==> src/rtl/intr_pend_pkg.sv <==
// Shared types and helpers for the interrupt pending block.
// The onehot encoder is meant to be reused by other arbiters.
package intr_pend_pkg;

  localparam int unsigned OH_MAX = 32;

  typedef enum logic [1:0] {
    IDLE    = 2'd0,
    SELECT  = 2'd1,
    PRESENT = 2'd2,
    CLEAR   = 2'd3
  } state_e;

  function automatic logic [4:0] onehot2idx(
    input logic [OH_MAX-1:0] oh
  );
    logic [4:0] idx;
    idx = '0;
    for (int i = 0; i < OH_MAX; i++) begin
      if (oh[i]) idx = idx | 5'(i);
    end
    return idx;
  endfunction

endpackage

==> src/rtl/pri8.sv <==
// One-hot highest-priority selector.
// Bit N-1 wins over all lower bits.
module pri8 #(
  parameter int N = 8
) (
  input  logic [N-1:0] i_req,
  output logic [N-1:0] o_grant
);

  logic found;

  always_comb begin
    o_grant = '0;
    found   = 1'b0;
    for (int i = N - 1; i >= 0; i--) begin
      if (!found && i_req[i]) begin
        o_grant[i] = 1'b1;
        found      = 1'b1;
      end
    end
  end

endmodule

==> src/rtl/intr_pend.sv <==
// Sticky pending register with mask, priority pick and
// an acknowledge sequencer holding the grant until served.
module intr_pend
  import intr_pend_pkg::*;
#(
  parameter int N  = 16,
  parameter int VW = $clog2(N)
) (
  input  logic          i_clk,
  input  logic          i_rst,
  input  logic [N-1:0]  i_req,
  input  logic [N-1:0]  i_mask,
  input  logic          i_ack,
  output logic          o_irq,
  output logic [N-1:0]  o_grant,
  output logic [VW-1:0] o_vec,
  output logic [N-1:0]  o_pend,
  output logic          o_busy
);

  state_e        state_q;
  logic [N-1:0]  pend_q;
  logic [N-1:0]  pend_d;
  logic [N-1:0]  grant_q;
  logic [VW-1:0] vec_q;
  logic          irq_q;

  logic [N-1:0]  masked;
  logic [N-1:0]  pick;
  logic [N-1:0]  clr;
  logic [VW-1:0] pick_idx;
  logic          ack_ok;

  assign masked   = pend_q & i_mask;
  assign ack_ok   = (state_q == PRESENT) && i_ack;
  assign clr      = ack_ok ? grant_q : '0;
  // Set wins: a fresh request on the served bit survives.
  assign pend_d   = (pend_q & ~clr) | i_req;
  assign pick_idx = VW'(onehot2idx(OH_MAX'(pick)));

  pri8 #(.N(N)) u_pri (
    .i_req   (masked),
    .o_grant (pick)
  );

  always_ff @(posedge i_clk) begin
    if (!i_rst) begin
      state_q <= IDLE;
      pend_q  <= '0;
      grant_q <= '0;
      vec_q   <= '0;
      irq_q   <= 1'b0;
    end else begin
      pend_q <= pend_d;
      unique case (state_q)
        IDLE: begin
          if (|masked) state_q <= SELECT;
        end
        SELECT: begin
          if (|masked) begin
            grant_q <= pick;
            vec_q   <= pick_idx;
            irq_q   <= 1'b1;
            state_q <= PRESENT;
          end else begin
            state_q <= IDLE;
          end
        end
        PRESENT: begin
          if (i_ack) begin
            grant_q <= '0;
            vec_q   <= '0;
            irq_q   <= 1'b0;
            state_q <= CLEAR;
          end
        end
        CLEAR: begin
          state_q <= IDLE;
        end
        default: begin
          state_q <= IDLE;
        end
      endcase
    end
  end

  assign o_irq   = irq_q;
  assign o_grant = grant_q;
  assign o_vec   = vec_q;
  assign o_pend  = pend_q;
  assign o_busy  = (state_q != IDLE);

endmodule

==> config.mk <==
export PLATFORM = sky130hd
export DESIGN_NAME = intr_pend
export DESIGN_NICKNAME = d
export VERILOG_FILES = /design/src/rtl/intr_pend_pkg.sv /design/src/rtl/pri8.sv /design/src/rtl/intr_pend.sv
export SDC_FILE = /design/constraint.sdc
export NUM_CORES = 1
export LEC_CHECK = 0
export BUFFER_PORTS_ARGS = -buffer_cell sky130_fd_sc_hd__buf_2
export CAP_MARGIN = 25
export CORE_ASPECT_RATIO = 2
export CORE_MARGIN = 5
export CORE_UTILIZATION = 41
export DETAILED_ROUTE_END_ITERATION = 16
export PLACE_DENSITY = 0.75
export SYNTH_ARGS = -nofsm -noshare
export SYNTH_HDL_FRONTEND = slang
export SYNTH_SLANG_ARGS = --single-unit
export TNS_END_PERCENT = 20
==> constraint.sdc <==
create_clock -name i_clk -period 2.4 [get_ports i_clk]
set_clock_uncertainty 0.2 [all_clocks]
set_input_delay 0.24 -clock i_clk [delete_from_list [all_inputs] [get_ports i_clk]]
set_output_delay 0.24 -clock i_clk [all_outputs]
set_load 0.05 [all_outputs]
==> reports/qor.txt <==
PwrDens: 627 nW/um^2
flop2flop setup slack: 0.17 ns
buffer depth of the longest clock path: 2
post-synth design cell area: 1860 sq um
RSZ-0062 raised after global routing: no
RePlAce Congestion: 0.799
Worst IR Drop VDD: 0.517 mV
Syn-to-layout area delta: 34.0%
post-synth cell types: 41
port buffer count: 72
Vias per Instance: 5.22
nets: 342
register area: 782 sq um
Routed WL per cell: 14.0 um
leakage: 1.10 nW
Rel. slew slack: 0.607
worst hold slack: 0.0933 ns
Setup CP Type: register to register
die width: 57.6 um
number of synthesized flops with an enable pin: 0
clock-pin slew on the worst setup and hold paths: 0.07 ns
post-synthesis sequential area ratio: 0.420
first-pass GRT wire length: 8.51 mm
status: complete, no violations
root buffer cell: clkbuf_8
CP startpoint kind: register
Top FF cell, synth: dfxtp_1
Worst Max-Slew Pin Slew: 0.589 ns
Clock Latency Late Sink: 0.28 ns
cell count after synthesis: 217
clock sink count: 39
largest cells by area after synthesis: dfxtp_1 (42%), nand2_1 (7.1%), nor2b_1 (5.7%)
Setup Viol. Count Final: 0
Mapped Nets: 252
Max-Cap Viols: 0
largest net degree at the start of global routing: 40
Final TNS setup: 0 ns
Avg Synthesized Cell Area: 8.56 sq um
Final Hold Viols: 0
die area: 6060 sq um
number of I/O pins: 73
DRC: 0
Die H: 105 um
drt pass-1 iters: 4
Fillers: 441
initial antenna violation count: 0
detailed-route wire length: 5.05 mm
Final period util: 0.928
First DRT Iteration DRCs: 53
# rows: 34
Synth top area share: 0.420
Post-DRT Antenna Nets: 0
area of the multi-input gates: 991 sq um
CTS buffer count: 5
fmax: 0.449 GHz
RR Startpoint: o_pend[13]
H-tree levels: 2
hpwl dp: 3.67 mm
Setup crit start: o_pend[13]
Arr. time, crit path: 2.25 ns
WP data required: 2.42 ns
DR vias: 1,879
Synth Register Bits: 39
hold path start: i_ack
Hold Crit Class: input port to register
fraction of layout cells with a size suffix above 1: 0.317
worst-path maximum fanout: 22
Slew Limit Fails: 0
CTS tree: done
asr flop ratio synth: 0
most common cell in the netlist: dfxtp_1
grt total ovfl: 0
GR Util All Layers: 0.177
commonest cells in the netlist: dfxtp_1 (39), nand2_1 (35), a21oi_1 (18), nor2b_1 (17), nand3_1 (13)
CP endpoint kind: register
Syn. warnings: 0
# diodes: 0
vias in the first global route: 1,913
core area: 4380 sq um
Final min period: 2.23 ns
Initial Utilization: 0.424
Synth area leader: dfxtp_1
metal layers:
| layer | track usage | share of wire | wire [um] |
|---|---|---|---|
| met5 | 0 | 0 | 0 |
| met4 | 0.0829 | 0.020 | 101 |
| met3 | 0.0321 | 0.045 | 228 |
| met2 | 0.324 | 0.54 | 2720 |
| met1 | 0.185 | 0.40 | 2000 |
cell families (layout without fill, tap and decap cells):
family | after synthesis | in the layout | share of synthesized area
buffers and inverters | 13 | 102 | 0.0471
flip-flops | 39 | 39 | 0.420
AO/OA/AOI/OAI | 56 | 56 | 0.220
AND/OR/NAND/NOR | 109 | 109 | 0.313
stage by stage:
stage                     area [sq um]  std cells  worst slack, ns  utilization  power, mW
after detailed placement          2250        337            0.121        0.513       1.15
after CTS                         2480        359           0.0992        0.566       1.57
final                             2490        360            0.172        0.568       1.56
after global placement            2250        337            0.157        0.513       1.15
after floorplan                   1860        217          0.00483            -       1.05
after global routing              2490        360           0.0689        0.568       1.64
repair_timing:
item	CTS	global route
setup endpoints to repair	0	9
endpoints found under the hold margin	16	0
resized for setup	0	1
buffers inserted	0	1
hold buffers	16	0
report_power, final:
part | total, mW | leakage [nW] | internal [mW] | switching, mW
logic | 0.438 | 0.741 | 0.151 | 0.287
registers | 0.722 | 0.321 | 0.688 | 0.0341
clock network | 0.402 | 0.0371 | 0.194 | 0.209
total | 1.56 | 1.10 | 1.03 | 0.529
area by class of cell:
cell class | instances | share of cell area
Clock buffer | 6 | 0.0291
Inverter | 1 | 0.00151
Multi-Input combinational cell | 165 | 0.398
Sequential cell | 39 | 0.314
Tap cell | 54 | 0.0271
Timing Repair Buffer | 95 | 0.230
state kept, by name, indices dropped and copies added (netlist names), named ones only:
name,count
o_vec,4
o_pend,16
state_q,1
o_grant,16
o_irq,1
worst max-delay path, cell delays in order, from the launching register on:
cell	delay, ns
dfxtp_1	0.39
a222oi_1	0.11
buf_4	0.15
and4_2	0.25
a41o_4	0.30
buf_4	0.19
or3b_2	0.45
a21boi_2	0.13
layout by cell type (no fill, tap or decap), drive strengths merged, types with 7 or more instances in the layout:
cell,instances
buf,79
a21boi,13
nand2,35
and3,10
o21a,8
nor2b,17
a21oi,18
or3,8
dlygate4sd3,16
nand3,16
dfxtp,39
nor2,7
path summary, 6_finish.rpt:
path	to	depth (start not counted)
worst max-delay path	o_grant[14]	7
worst min-delay path	state_q[0]	3
worst max register to register	o_grant[14]	7
worst min register to register	o_irq	2
Note: power is estimated with default switching activity, not from simulation.
